## config.mk

```make
export PLATFORM = sky130hd
export DESIGN_NAME = fetch_buffer
export DESIGN_NICKNAME = d
export VERILOG_FILES = /design/src/rtl/fetch_buffer.sv
export SDC_FILE = /design/constraint.sdc
export NUM_CORES = 1
export LEC_CHECK = 0
export BUFFER_PORTS_ARGS = -buffer_cell sky130_fd_sc_hd__buf_2
export CORE_MARGIN = 3
export CORE_UTILIZATION = 47
export CTS_CLUSTER_SIZE = 12
export DETAILED_ROUTE_END_ITERATION = 16
export GPL_ROUTABILITY_DRIVEN = 0
export MAX_ROUTING_LAYER = met4
export PLACE_DENSITY = 0.66
export SLEW_MARGIN = 0
export SYNTH_ARGS = -nofsm -noshare
export SYNTH_HDL_FRONTEND = slang
export SYNTH_SLANG_ARGS = --single-unit
```

## constraint.sdc

```tcl
create_clock -name clock -period 13.5 [get_ports clock]
set_clock_uncertainty 0.1 [all_clocks]
set_input_delay 1.35 -clock clock [delete_from_list [all_inputs] [get_ports clock]]
set_output_delay 1.35 -clock clock [all_outputs]
set_load 0.1 [all_outputs]
```

## src/rtl/fetch_buffer.sv

```systemverilog
// Instruction realignment buffer. Returned 32-bit fetch words are split into 16-bit
// parcels, each tagged with its own PC, and the head of the queue is presented as one
// whole RV32IC instruction (compressed or 32-bit, possibly straddling two words).
module fetch_buffer #(
  parameter int unsigned DEPTH = 8
) (
  input  logic        clock,
  input  logic        reset,
  input  logic [31:0] in_pc,
  input  logic [31:0] in_rdata,
  input  logic        in_ready,
  input  logic        in_align,
  input  logic        in_clear,
  input  logic        in_stall,
  output logic [31:0] out_pc,
  output logic [31:0] out_instr,
  output logic        out_done,
  output logic        out_stall
);

  localparam int unsigned IW = $clog2(DEPTH);
  localparam int unsigned PW = IW + 1;

  // Parcel storage and the PC of each parcel
  logic [15:0]   parcel_q [DEPTH];
  logic [15:0]   parcel_d [DEPTH];
  logic [31:0]   ppc_q    [DEPTH];
  logic [31:0]   ppc_d    [DEPTH];

  // Pointers carry an extra wrap bit so full and empty are distinguishable
  logic [PW-1:0] rd_q, rd_d;
  logic [PW-1:0] wr_q, wr_d;
  logic          align_q, align_d;

  logic [PW-1:0] count;
  logic [PW-1:0] free;
  logic [IW-1:0] rd_idx, rd1_idx;
  logic [IW-1:0] wr_idx, wr1_idx;
  logic [15:0]   p0, p1;
  logic          head_is_32;
  logic [PW-1:0] head_need;
  logic [PW-1:0] push_need;
  logic          push_req, push_fits, push_en, pop_en;

  // Only the word-aligned part of in_pc is meaningful
  logic          unused_pc_lsb;
  assign unused_pc_lsb = ^in_pc[1:0];

  // Occupancy, head decode and outputs, all from registered state
  always_comb begin
    count      = wr_q - rd_q;
    free       = PW'(DEPTH) - count;
    rd_idx     = rd_q[IW-1:0];
    rd1_idx    = rd_idx + IW'(1);
    wr_idx     = wr_q[IW-1:0];
    wr1_idx    = wr_idx + IW'(1);
    p0         = parcel_q[rd_idx];
    p1         = parcel_q[rd1_idx];
    head_is_32 = (p0[1:0] == 2'b11);
    head_need  = head_is_32 ? PW'(2) : PW'(1);
    out_done   = (count >= head_need);
    out_pc     = 32'h0;
    out_instr  = 32'h0;
    if (out_done) begin
      out_pc    = ppc_q[rd_idx];
      out_instr = head_is_32 ? {p1, p0} : {16'h0, p0};
    end
    // Leaves room for two words already requested by fetch
    out_stall  = (count > PW'(DEPTH - 4));
  end

  // Push/pop qualification
  always_comb begin
    push_need = align_q ? PW'(1) : PW'(2);
    push_req  = in_ready && !in_clear;
    push_fits = (free >= push_need);
    push_en   = push_req && push_fits;
    pop_en    = out_done && !in_stall && !in_clear;
  end

  // Pointer and align-pending next state; a clear overrides push and pop
  always_comb begin
    rd_d    = rd_q;
    wr_d    = wr_q;
    align_d = align_q;
    if (in_clear) begin
      rd_d    = '0;
      wr_d    = '0;
      align_d = in_align;
    end else begin
      if (pop_en) begin
        rd_d = rd_q + head_need;
      end
      if (push_en) begin
        wr_d    = wr_q + push_need;
        align_d = 1'b0;
      end
    end
  end

  // Parcel write: after a halfword-aligned redirect only the upper parcel is kept
  always_comb begin
    parcel_d = parcel_q;
    ppc_d    = ppc_q;
    if (push_en) begin
      if (align_q) begin
        parcel_d[wr_idx] = in_rdata[31:16];
        ppc_d[wr_idx]    = {in_pc[31:2], 2'b10};
      end else begin
        parcel_d[wr_idx]  = in_rdata[15:0];
        ppc_d[wr_idx]     = {in_pc[31:2], 2'b00};
        parcel_d[wr1_idx] = in_rdata[31:16];
        ppc_d[wr1_idx]    = {in_pc[31:2], 2'b10};
      end
    end
  end

  // Control state register with synchronous active-low reset
  always_ff @(posedge clock) begin
    if (!reset) begin
      rd_q    <= '0;
      wr_q    <= '0;
      align_q <= 1'b0;
    end else begin
      rd_q    <= rd_d;
      wr_q    <= wr_d;
      align_q <= align_d;
    end
  end

  // Storage register; contents are don't-care outside the rd..wr window
  always_ff @(posedge clock) begin
    parcel_q <= parcel_d;
    ppc_q    <= ppc_d;
  end

`ifndef SYNTHESIS
  // Flag a push that arrives with no room; it is dropped and state is unchanged
  always_ff @(posedge clock) begin
    if (reset && push_req) begin
      assert (push_fits) else $error("fetch_buffer: push dropped, queue full");
    end
  end
`endif

endmodule
```

# Word-level counts from Yosys, hierarchy flattened
# Cells that the tools add are included.
[classes] add_sub_neg=6 n_lt_le_gt_ge=9 n_eq_ne=1 mux=32 bitwise_logic=5 reduce_logical=10
[op_table] cell="$bwmux W256" count=3
[op_table] cell="$bwmux W128" count=3
[op_table] cell="$mux W256" count=1
[op_table] cell="$mux W32" count=7
[op_table] cell="$demux W32 S3" count=2
[op_table] cell="$mux W128" count=1
[op_table] cell="$bmux W16 S3" count=2
[op_table] cell="$bmux W32 S3" count=1
[op_table] cell="$demux W16 S3" count=2
[op_table] cell="$mux W16" count=6
[op_table] cell="$ge A4 B4 Y1 const B" count=4
[op_table] cell="$not A3 Y4" count=4
[op_table] cell="$add A4 B2 Y4" count=2
[op_table] cell="$ge A4 B2 Y1" count=2
[op_table] cell="$lt A4 B1 Y1 const B" count=2
[op_table] cell="$add A3 B1 Y3 const B" count=2
[op_table] cell="$logic_and A1 B1 Y1" count=6
[op_table] cell="$gt A4 B3 Y1 const B" count=1
[op_table] cell="$mux W2" count=2
[op_table] cell="$sub A4 B4 Y4" count=1
[op_table] cell="$sub A4 B4 Y4 const A" count=1
[op_table] cell="$eq A2 B2 Y1 const B" count=1
[op_table] cell="$logic_not A1 Y1" count=2
[op_table] cell="$mux W1" count=2
[op_table] cell="3 further kinds" count=3
[word_totals] regBits=393 inputBits=70

# Depth between registers and ports, before layout
[logic_depth] word_depth=9 mapped_depth=14

# Worst setup path before layout
# Ideal clock, no wire load.
[synth_timing] path_type="register to output" start="register rd_q[1]" end="output port out_instr[21]" t_arrival_ns=4.935 t_required_ns=12.050 path_slack_ns=7.115 stages_incl_launch_ff=14 cell_sequence="dfxtp_1 -> buf_2 -> buf_2 -> buf_1 -> inv_1 -> fa_1 -> ha_1 -> a211oi_1 -> o21a_1 -> buf_2 -> inv_1 -> nand2_1 -> buf_2 -> a21oi_1"
[synth_between] elab_chain_cells=8 elab_cells_between_ends=15 classes_between="2 x add/sub; 1 x order compare; 1 x eq/ne; 9 x mux; 2 x bitwise"
[synth_rtl] element="from (decl)" line_no="31" source="logic [PW-1:0] rd_q, rd_d;"
[synth_rtl] element="from (signal assigned)" line_no="125" source="rd_q <= rd_d;"
[synth_rtl] element="$not A3 Y4 (implied by the code)" line_no="57" source="p0 = parcel_q[rd_idx];"
[synth_rtl] element="$bmux W16 S3" line_no="57"
[synth_rtl] element="$mux W16 (implied by the code) (2 in series)" line_no="57"
[synth_rtl] element="$eq A2 B2 Y1" line_no="59" source="head_is_32 = (p0[1:0] == 2'b11);"
[synth_rtl] element="$mux W2" line_no="60" source="head_need = head_is_32 ? PW'(2) : PW'(1);"
[synth_rtl] element="$ge A4 B2 Y1 *" line_no="61" source="out_done = (count >= head_need);"
[synth_rtl] element="named net out_done" line_no="17" source="output logic out_done,"
[synth_rtl] element="$mux W32 *" line_no="64" source="if (out_done) begin"
[synth_rtl] element="to (decl)" line_no="16" source="output logic [31:0] out_instr,"
# The timed path passes the listed nets; every way through them passes the cells marked *. The select of a mux whose other input is x is not followed.

# Worst setup path in the final report
[layout_timing] start="register rd_q[1]" end="output port out_instr[16]"
[layout_between] elab_chain_cells=8 elab_cells_between_ends=15 classes_between="2 x add/sub; 1 x order compare; 1 x eq/ne; 9 x mux; 2 x bitwise"
[layout_rtl] element="$not A3 Y4 (implied by the code)" line_no="57"
[layout_rtl] element="$bmux W16 S3" line_no="57"
[layout_rtl] element="$mux W16 (implied by the code) (2 in series)" line_no="57"
[layout_rtl] element="$eq A2 B2 Y1" line_no="59"
[layout_rtl] element="$mux W2" line_no="60"
[layout_rtl] element="$ge A4 B2 Y1" line_no="61"
[layout_rtl] element="$mux W32 *" line_no="64"
# Mark *: on every way between the ends. The rest lies on a longest branch, timed or not. The select of a mux whose other input is x is not followed.

==> reports/summary.txt <==
==================================================================================
Maximum level of the CTS H-tree                                                  2
Core area                                                             0.04355 mm^2
Number of cells on the critical path                                            13
Worst setup path startpoint                                                rd_q[1]
Final instance count without filler cells                                     2173
Most frequently used flop master after synthesis                      sky130_fd_sc_hd__edfxtp_1
Post-detailed-route via-to-cell ratio                                        6.201
Hold buffer count at CTS                                                         0
Final sum of negative setup slack                                             0 ns
Async set or reset register ratio after synthesis                               0%
Buffers inserted during post-CTS setup optimization                              0
Antenna violations before repair                                                 5
Die Outline Area                                                      0.04717 mm^2
CP Cell Sequence                                                      buf_4 -> mux4_2 -> nand3_1 -> nand2_1 -> inv_1 -> ha_1 -> nand2b_1 -> a211oi_1 -> o21a_2 -> inv_1 -> nand2_1 -> a21oi_1 -> buf_2
Pin count of the biggest net entering global routing                           117
Wire length of the first global-routing pass                              82970 um
Worst-path fanout max                                                           58
Total of warnings raised by yosys                                                0
Pre-CTS setup slack                                                       7.038 ns
Capturing element type of the critical path                           primary output
Tot GR Track Use                                                            23.85%
Worst setup margin                                                        6.409 ns
Nets@finish                                                                   1639
Total count of max-transition violations in the final report                     0
Reg2Reg Launch Point                                                       rd_q[0]
Nature of the critical path startpoint                                   flip-flop
Cell area after placement                                             0.02218 mm^2
Slowest stage cell, crit path                                         sky130_fd_sc_hd__dfxtp_4
Average cell area after synthesis                                       14.37 um^2
Share of the yosys chip area belonging to registers                         55.87%
Number of nets produced by synthesis                                          1546
Sink count of the clock tree                                                   393
Worst reg-to-reg path cell count                                                13
Vias in the first global route                                               13850
Port-buffer cells                                                              133
Worst Path Class, Setup                                               flip-flop to primary output
Final Hold Fails                                                                 0
Tmin final                                                                7.091 ns
Wirelength, routed                                                        54860 um
Routed length per instance                                                25.25 um
Ranking of synthesized cells by instance count                        384 x sky130_fd_sc_hd__edfxtp_1, 242 x sky130_fd_sc_hd__nand2_1, 239 x sky130_fd_sc_hd__mux2_2
Placed insts                                                                  2092
Placed wire-length estimate after detailed placement                      30990 um
Number of gates given a new drive strength after cts                             0
Die span in x                                                             217.2 um
I/O pin cnt                                                                    136
Combined area of all synthesized cells                                0.02096 mm^2
Setup crit end                                                        out_instr[16]
Count of standard-cell rows                                                     76
Post-route cell area                                                  0.02343 mm^2
Starting Density                                                            48.13%
Area fraction of the dominant cell type after synthesis                     55.01%
Longest Clk Path Bufs                                                            3
Crit share post-route                                                       52.52%
Slew at the pin with the worst max-slew slack                             1.260 ns
Layout Area Growth over Synthesis                                           11.75%
Delay of the slowest critical-path stage                                   0.99 ns
Share of final-layout standard cells stronger than drive strength 1         38.75%
Remaining routing DRC violations                                                 0
Inserted Clock Buffers                                                          43
Clock transition at the registers of the reported paths                    0.06 ns
Cell type group with the largest total delay on the critical path     buffers and inverters
Setup violations, final                                                          0
Unrepaired setup endpoints after global routing                                 no
Pre-antenna DRT Iters                                                            5
Aggregate global routing overflow                                                0
Cells taking the most area after synthesis                            sky130_fd_sc_hd__edfxtp_1 55%, sky130_fd_sc_hd__mux4_2 14%, sky130_fd_sc_hd__mux2_2 13%
Data required time at the worst endpoint                                  12.05 ns
Unique masters post-synth                                                       51
End of the worst register-to-register path                              ppc_q[190]
Post-synth top area cell                                              sky130_fd_sc_hd__edfxtp_1
1st-iter DRT viols                                                            1227
Max Cap Violations                                                               0
Register bit total from synthesis                                              393
Post-Syn Instances                                                            1459
Clock network latency to the later pin of the worst-skew pair              0.57 ns
Run status                                                            finished clean
Height of the die                                                         217.2 um
Hold WC Path Type                                                     flip-flop to flip-flop
Reg-to-reg slack, setup                                                    7.17 ns
Clock root buffer master                                              sky130_fd_sc_hd__clkbuf_16
Arrival time worst endpoint                                                5.64 ns
Achievable clock frequency                                              0.1410 GHz
Tightest slew margin relative to the limit                                  15.98%
Remaining antenna violation count                                                0
Vias                                                                         13470
Buf+Inv Stages, Crit Path                                                        4
Leading cell type by number of instances after synthesis              sky130_fd_sc_hd__edfxtp_1
Clock tree from TritonCTS                                                      yes
Number of flops mapped to enable cells by yosys                                384
==================================================================================
==> flip-flops by register name, summed over array words and instances (netlist names) <==
register,cells
wr_q,4
ppc_q,256
rd_q,4
align_q,1
parcel_q,128
==> kinds of logic (layout without fill, tap and decap cells) <==
family | after synthesis | count (layout) | share of synthesized area (%)
adder cells (fa/ha/maj) | 17 | 17 | 1.122
flip-flops | 393 | 393 | 55.87
XOR/XNOR | 10 | 10 | 0.5850
AND/OR/NAND/NOR | 310 | 310 | 6.250
other | 0 | 6 | 0
buffers and inverters | 130 | 253 | 2.788
AO/OA/AOI/OAI | 227 | 227 | 6.548
multiplexers | 372 | 372 | 26.84
==> routing by layer <==
| metal | vias to the layer above | global-route usage [%] | wire length, um |
|---|---|---|---|
| met5 | - | - | 0 |
| met4 | 0 | 7.002 | 1393 |
| met3 | 104 | 5.892 | 4636 |
| met2 | 562 | 38.24 | 26750 |
| met1 | 6937 | 30.41 | 22080 |
| li1 | 5871 | - | - |
==> placed cells by master, fill, tap and decap left out, types with 4 or more instances in the layout <==
cell type,instances
sky130_fd_sc_hd__nand3_1,14
sky130_fd_sc_hd__a21oi_2,4
sky130_fd_sc_hd__edfxtp_1,384
sky130_fd_sc_hd__xnor2_1,4
sky130_fd_sc_hd__nor2_1,7
sky130_fd_sc_hd__mux2_2,239
sky130_fd_sc_hd__a21oi_1,72
sky130_fd_sc_hd__clkinv_1,12
sky130_fd_sc_hd__and3_1,6
sky130_fd_sc_hd__ha_1,14
sky130_fd_sc_hd__nand2b_1,6
sky130_fd_sc_hd__nand2_2,4
sky130_fd_sc_hd__dfxtp_1,6
sky130_fd_sc_hd__nor2b_1,19
sky130_fd_sc_hd__inv_1,10
sky130_fd_sc_hd__buf_4,31
sky130_fd_sc_hd__a22o_1,48
sky130_fd_sc_hd__mux2i_1,4
sky130_fd_sc_hd__o21ai_2,4
sky130_fd_sc_hd__clkinv_2,4
sky130_fd_sc_hd__clkbuf_16,43
sky130_fd_sc_hd__o21ai_0,82
sky130_fd_sc_hd__clkbuf_1,14
sky130_fd_sc_hd__diode_2,6
sky130_fd_sc_hd__mux4_2,128
sky130_fd_sc_hd__nand2_1,238
sky130_fd_sc_hd__buf_2,133
==> worst register-to-register path, delay by kind of cell, from the launching register on <==
family                   cells  cell delay [ns]
AND/OR/NAND/NOR              1             0.19
flip-flops                   1             0.77
AO/OA/AOI/OAI                2             0.37
buffers and inverters        6             3.12
adder cells (fa/ha/maj)      4             1.38
==> cell type report <==
type | count | area (um^2)
tap | 585 | 732.0
inverter | 14 | 60.06
fill | 3647 | 20130
multi-input combinational | 936 | 8770
clock buffer | 59 | 1156
timing repair buffer | 164 | 898.4
antenna | 6 | 15.01
clock inverter | 16 | 73.82
sequential | 393 | 11720
==> worst min-delay path by stage <==
stage	slack (ns)	endpoint	cells after the start	start
after floorplan	0.38	rd_q[3]	2	rd_q[3]
after global placement	0.40	rd_q[3]	2	rd_q[3]
after detailed placement	0.40	rd_q[3]	2	rd_q[3]
after CTS	0.41	rd_q[3]	2	rd_q[3]
after global routing	0.46	wr_q[3]	2	wr_q[3]
final	0.41	rd_q[3]	2	rd_q[3]
==> metrics by stage <==
stage / hold WS [ns] / util (%)
2_1_floorplan: 0.3790 / -
3_3_place_gp: 0.3959 / 50.93
3_5_place_dp: 0.4023 / 50.93
4_1_cts: 0.4099 / 53.75
5_1_grt: 0.4617 / 53.78
6_report: 0.4061 / 53.79
Power is not shown: default switching activity piles up to over one toggle a cycle in this logic, so the estimate is an artifact.
